==> src/rtl/factorial_bus_if.sv <==
// Memory-mapped front end for the factorial accelerator: holds the operand,
// issues a one-cycle go pulse, captures the result and reports sticky status.
module factorial_bus_if #(
  parameter int unsigned TIMEOUT = 64
) (
  input  logic        clk,
  input  logic        reset,
  input  logic        we,
  input  logic [1:0]  a,
  input  logic [31:0] wd,
  output logic [31:0] rd,
  output logic        fact_go,
  output logic [3:0]  fact_n,
  input  logic [31:0] fact_out,
  input  logic        fact_done,
  input  logic        fact_error,
  output logic        busy,
  output logic        irq
);

  typedef enum logic [1:0] {
    S_IDLE,
    S_LAUNCH,
    S_WAIT
  } state_e;

  localparam logic [1:0] ADDR_N      = 2'd0;
  localparam logic [1:0] ADDR_CTRL   = 2'd1;
  localparam logic [1:0] ADDR_STATUS = 2'd2;
  localparam logic [1:0] ADDR_RESULT = 2'd3;

  // Last timer value that still counts as "in time"; TIMEOUT stays within 2..255.
  localparam logic [7:0] TIMER_LAST = 8'(TIMEOUT - 1);

  state_e      state_q, state_d;
  logic [3:0]  n_q, n_d;
  logic        ie_q, ie_d;
  logic        done_q, done_d;
  logic        err_q, err_d;
  logic        tmo_q, tmo_d;
  logic [31:0] result_q, result_d;
  logic [7:0]  timer_q, timer_d;

  logic        wr_n;
  logic        wr_ctrl;
  logic        launch_req;
  logic        unused_wd;

  assign wr_n       = we && (a == ADDR_N);
  assign wr_ctrl    = we && (a == ADDR_CTRL);
  assign launch_req = wr_ctrl && wd[0] && (state_q == S_IDLE);
  assign unused_wd  = ^wd[31:4];

  // NOTE: every next-state variable is defaulted to its register first, so no
  // path through the case can leave one unassigned and infer a latch.
  always_comb begin
    state_d  = state_q;
    n_d      = n_q;
    ie_d     = ie_q;
    done_d   = done_q;
    err_d    = err_q;
    tmo_d    = tmo_q;
    result_d = result_q;
    timer_d  = timer_q;

    if (wr_ctrl) begin
      ie_d = wd[1];
    end

    unique case (state_q)
      S_IDLE: begin
        if (wr_n) begin
          n_d = wd[3:0];
        end
        if (launch_req) begin
          state_d  = S_LAUNCH;
          done_d   = 1'b0;
          err_d    = 1'b0;
          tmo_d    = 1'b0;
          result_d = '0;
          timer_d  = '0;
        end
      end

      S_LAUNCH: begin
        state_d = S_WAIT;
      end

      S_WAIT: begin
        // Error wins over done; a response on the final cycle beats the watchdog.
        if (fact_error) begin
          err_d    = 1'b1;
          result_d = '0;
          state_d  = S_IDLE;
        end else if (fact_done) begin
          done_d   = 1'b1;
          result_d = fact_out;
          state_d  = S_IDLE;
        end else if (timer_q == TIMER_LAST) begin
          err_d    = 1'b1;
          tmo_d    = 1'b1;
          result_d = '0;
          state_d  = S_IDLE;
        end else begin
          timer_d = timer_q + 8'd1;
        end
      end

      default: begin
        state_d = S_IDLE;
      end
    endcase
  end

  // NOTE: state registers use non-blocking assignments so every flop samples
  // the pre-edge value of every other flop, independent of statement order.
  always_ff @(posedge clk) begin
    if (reset) begin
      state_q  <= S_IDLE;
      n_q      <= '0;
      ie_q     <= 1'b0;
      done_q   <= 1'b0;
      err_q    <= 1'b0;
      tmo_q    <= 1'b0;
      result_q <= '0;
      timer_q  <= '0;
    end else begin
      state_q  <= state_d;
      n_q      <= n_d;
      ie_q     <= ie_d;
      done_q   <= done_d;
      err_q    <= err_d;
      tmo_q    <= tmo_d;
      result_q <= result_d;
      timer_q  <= timer_d;
    end
  end

  assign fact_go = (state_q == S_LAUNCH);
  assign busy    = (state_q != S_IDLE);
  assign fact_n  = n_q;
  assign irq     = ie_q & (done_q | err_q);

  always_comb begin
    rd = '0;
    unique case (a)
      ADDR_N:      rd = {28'b0, n_q};
      ADDR_CTRL:   rd = {30'b0, ie_q, busy};
      ADDR_STATUS: rd = {28'b0, tmo_q, busy, err_q, done_q};
      ADDR_RESULT: rd = result_q;
      default:     rd = '0;
    endcase
  end

endmodule

==> config.mk <==
export PLATFORM = sky130hd
export DESIGN_NAME = factorial_bus_if
export DESIGN_NICKNAME = d
export VERILOG_FILES = /design/src/rtl/factorial_bus_if.sv
export SDC_FILE = /design/constraint.sdc
export NUM_CORES = 1
export LEC_CHECK = 0
export CORE_MARGIN = 1
export CORE_UTILIZATION = 40
export CTS_BUF_LIST = sky130_fd_sc_hd__clkbuf_16
export DETAILED_ROUTE_END_ITERATION = 12
export PLACE_DENSITY_LB_ADDON = 0.25
export SETUP_SLACK_MARGIN = 0.5
export SLEW_MARGIN = 20
export SYNTH_ARGS = -nofsm -noshare
export SYNTH_HDL_FRONTEND = slang
export SYNTH_SLANG_ARGS = --single-unit
==> constraint.sdc <==
create_clock -name clk -period 1.9 [get_ports clk]
set_clock_uncertainty 0.1 [all_clocks]
set_input_delay 0.475 -clock clk [delete_from_list [all_inputs] [get_ports clk]]
set_output_delay 0.475 -clock clk [all_outputs]
set_load 0.005 [all_outputs]
# After elaboration in Yosys (flattened, before gate mapping)
# Index checks and enable logic that the tools add are counted.
# classes
add_sub_neg,1
n_eq_ne,15
n_mux,26
bitwise,2
n_reduce_logical,15
# ops
cell,n
two-way mux 32 bit,4
one-hot mux 32 bit (4 select lines),1
one-hot mux 32 bit (2 select lines),1
two-way mux 8 bit,4
one-hot mux 8 bit (2 select lines),1
!= test 2 bit (second input constant),6
AND reduction 5 bit,2
adder 8 x 1 -> 8 bit (second input constant),1
== test 8 x 6 -> 1 bit (second input constant),1
two-way mux 2 bit,4
AND reduction 4 bit,2
two-way mux 1 bit,7
== test 2 bit (second input constant),3
!= test 3 bit (second input constant),2
one-hot mux 1 bit (2 select lines),3
one-hot mux 2 bit (3 select lines),1
== test 2 x 1 -> 1 bit (second input constant),2
logical AND 1 bit,4
logical NOT 2 bit,2
!= test 4 bit (second input constant),1
AND reduction 2 bit,2
nonzero test 2 bit,2
AND reduction 3 bit,1
AND 1 bit,1
OR 1 bit,1
# word_totals
register_bits,50
out_inout_bits,39
word_cells,67

# Logic depth before layout (Yosys ltp)
# logic_depth
word_depth,6
mapped_depth,6
depth_no_buf,5

# Worst setup path before layout
# No wires, ideal clock.
# synth_path
path_type,register -> output
from,register state_q[0]
to,output port rd[0]
arrival_time_ps,1211
required_time_ps,1325
path_slack_ps,114
stages_incl_launch_ff,4
path_buffers,0
path_cell_list,dfxtp_1 -> nor2_1 -> inv_1 -> mux4_1
# synth_via
elab_chain_len,2
# synth_rtl
element,line_no,rtl
start: declaration,35,"state_e state_q, state_d;"
start signal: assignment,128,state_q <= state_d;
nonzero test 2 bit,140,assign busy = (state_q != S_IDLE);
named net busy,17,"output logic busy,"
one-hot mux 32 bit (4 select lines),146,unique case (a)
end: declaration,11,"output logic [31:0] rd,"
# The timed path passes the listed nets, and every way through them passes these cells.

# Final worst setup path
# layout_path
from,register timer_q[3]
to,register timer_q[0]
# layout_via
elab_chain_len,3
# layout_rtl
element,line_no,rtl
start: declaration,42,"logic [7:0] timer_q, timer_d;"
start signal: assignment,135,timer_q <= timer_d;
== test 8 x 6 -> 1 bit,99,end else if (timer_q == TIMER_LAST) begin
!= test 2 bit (no line),-,
AND reduction 5 bit (no line),-,
# Every way passes these cells.
# A chain may end at the register's enable or synchronous reset.

==> flow_summary.yaml <==
synth:
  synth_top_area_share_pct: 44.5
  synth_commonest_cells: "dfxtp_1 (50), and3_1 (29), a22o_2 (27), nor2_1 (13), a21oi_1 (9)"
  yosys.area.top_type: "dfxtp_1"
  syn_area_um2: 2250
  synth.most_common_cell: "dfxtp_1"
  yosys_warnings: 0
  synth_nets: 293
  synth.distinct_cells: 45
  synth_cells: 221
  netlist_top_cells_area: "dfxtp_1 (44%), a22o_2 (12%), and3_1 (8.1%)"
  ys_async_sr_fraction_pct: 0
  synth-edff-count: 0
  synth_ff_type: "dfxtp_1"
  synth_seq_cells: 50
  ys_seq_area_share_pct: 44.5
  avgSynthCellArea_um2: 10.2
routing:
  num_vias: 3003
  firstDrtPassIters: 5
  drc_errors: 0
  drt_iter0_drc: 263
  avgViaCountPerCell: 6.59
  ant_nets: 0
  routed_wl_um: 13300
  wl_per_cell_um: 29.1
grt:
  first_global_vias: 2937
  grt_use_total_pct: 37.7
  grt_overflow: 0
  grt_first_pass_wirelength_um: 16600
  antenna_found_initial: 0
  grt_max_degree: 17
placed_design:
  port_buffers: 81
  finalWeightedCongestion: 0.878
  dpl_cell_area_um2: 3350
  dp.final_hpwl_um: 3930
  pre_cts_ws_ps: -804
pwr:
  p_leak_nw: 2.19
  comb_power_share_pct: 19.0
  power_mw: 2.46
  switching_share_pct: 26.1
  cellPowerDensity_nw_per_um2: 489
  pwr-share-clk_pct: 37.8
  p_switching_mw: 0.641
  ir_drop_mv: 0.399
  pwr-share-seq_pct: 43.1
  internal-power_mw: 1.82
sta:
  rsz0062_at_grt: "true"
  tightest_slew_ps: 423
  layout_setup_ws_ps: -96.3
  drv_slew: 0
  fmax_mhz: 501
  slew_headroom_pct: 71.7
  finalSetupViolations: 23
  finalHoldViolCount: 0
  period_needed_ps: 2000
  fin_crit_sh_pct: 105
  holdWs_ps: 396
clocking:
  htreeDepth: 2
  clock_sinks: 50
  cts_tree: "done"
  cts_buffers: 5
  clockBufferDepth: 2
  cts.clk_slew.worst_paths_ps: 80
  insertion_delay_ps: 300
  cts.root.buffer_cell: "clkbuf_16"
die:
  rows: 26
  dieArea_um2: 5930
  fp.dieH_um: 77.0
  io_pins: 110
  start_util_pct: 42.7
  core_um2: 5270
  die_x_um: 77.0
flow_run:
  max_cap_violations: 0
worst_setup_path:
  cp_num_cells: 5
  cp_cell_sequence: "nand4_1, o21ai_4, a21oi_4, buf_4, o31ai_4"
  cp.arrival_ps: 2100
  critPathTopFamily: "compound AO/OA/AOI/OAI gates"
  required_ps: 2000
  cpPeakStageDelay_ps: 560
  crit_fanout: 6
  cp-startpoint: "timer_q[3]$_SDFFE_PP0P_"
  criticalPathCategory: "reg -> reg"
  path_buf_inv: 1
  r2r-start: "timer_q[3]$_SDFFE_PP0P_"
  crit_path_end_kind: "register"
  cp_slowest_cell: "dfxtp_1"
  cp-start-kind: "register"
  reg2reg_depth: 5
outcome:
  violations: "setup timing"
  status: "complete, but fails checks"
final_layout:
  nets: 457
  layout-drive-gt1-share_pct: 66.3
  fin_util_pct: 95.3
  stdcell_area_um2: 5020
  multiInputGateArea_um2: 1760
  seqCellArea_um2: 1020
  fillers: 114
  antenna_cells: 0
  area_delta_synth_final_pct: 123
worst_hold_path:
  holdPathStages: 1
  hold_start: "result_q[3]$_SDFFE_PP0P_"
  hp-class: "reg -> reg"
==> sequential cells by signal (all words and copies together), names as in the netlist <==
name      count
done_q        1
err_q         1
fact_n        4
ie_q          1
result_q     32
state_q       2
timer_q       8
tmo_q         1
==> power groups by stage <==
stage          Sequential, mW  Combinational [mW]  Clock (mW)
3_3_place_gp             1.08               0.219           0
4_1_cts                  1.06               0.408       0.895
2_1_floorplan            1.08              0.0806           0
5_1_grt                  1.06               0.478       0.982
3_5_place_dp             1.08               0.222           0
6_report                 1.06               0.468       0.930
==> repair_timing <==
| item | CTS | global route |
|---|---|---|
| pin swaps | 41 | 16 |
| resized for setup | 348 | 30 |
| setup endpoints to repair | 89 | 84 |
| buffers inserted | 42 | 12 |
| cloned | 12 | 0 |
| hold buffers | 0 | 0 |
==> cell type report <==
type,instances,share of cell area [%]
Clock inverter,3,0.374
Timing Repair Buffer,174,39.8
Multi-Input combinational cell,151,35.1
Sequential cell,50,20.3
Tap cell,70,1.74
Inverter,3,0.224
Clock buffer,5,2.49
==> through the flow <==
step	setup TNS [ps]	cells
after global placement	-42160	382
after global routing	-1490	456
after detailed placement	-42450	382
after floorplan	0	221
after CTS	-24.3	444
final	-623	456
==> layer usage <==
| layer | vias to the layer above | global-route usage, % | part of all wire (%) | routed length, µm |
|---|---|---|---|---|
| met5 | - | 0 | 0 | 0 |
| met4 | 0 | 21.5 | 8.2 | 1080 |
| met3 | 96 | 5.00 | 8.7 | 1160 |
| met2 | 294 | 67.6 | 49 | 6480 |
| met1 | 1442 | 42.6 | 34 | 4570 |
| li1 | 1171 | - | - | - |
==> worst paths after layout <==
check	endpoint	slack (ps)
setup / recovery	timer_q[0]$_SDFFE_PP0P_	-100
hold / removal	result_q[3]$_SDFFE_PP0P_	400
setup reg to reg	timer_q[0]$_SDFFE_PP0P_	-100
hold reg to reg	result_q[3]$_SDFFE_PP0P_	400
==> layout by cell type (no fill, tap or decap), types with 6 or more instances in the layout <==
master,synthesis,final
nor2_1,13,10
dfxtp_1,50,36
nand2_1,6,6
clkdlybuf4s50_1,0,37
buf_4,0,34
buf_6,4,69
a22o_4,0,27
buf_16,0,12
dfxtp_2,0,14
buf_2,4,8
and3_4,0,28
a22o_1,7,7
buf_12,0,8
==> kinds of logic (layout without fill, tap and decap cells) <==
logic type      count (synthesis)  in the layout  share of synthesized area (%)
compound gates                 65             65                           24.5
fa+ha+maj                       1              1                          0.556
buf+inv                        20            185                           4.89
flops                          50             50                           44.5
mux                             9              9                           5.50
simple gates                   76             76                           20.1
Note: power is estimated with default switching activity, not from simulation.
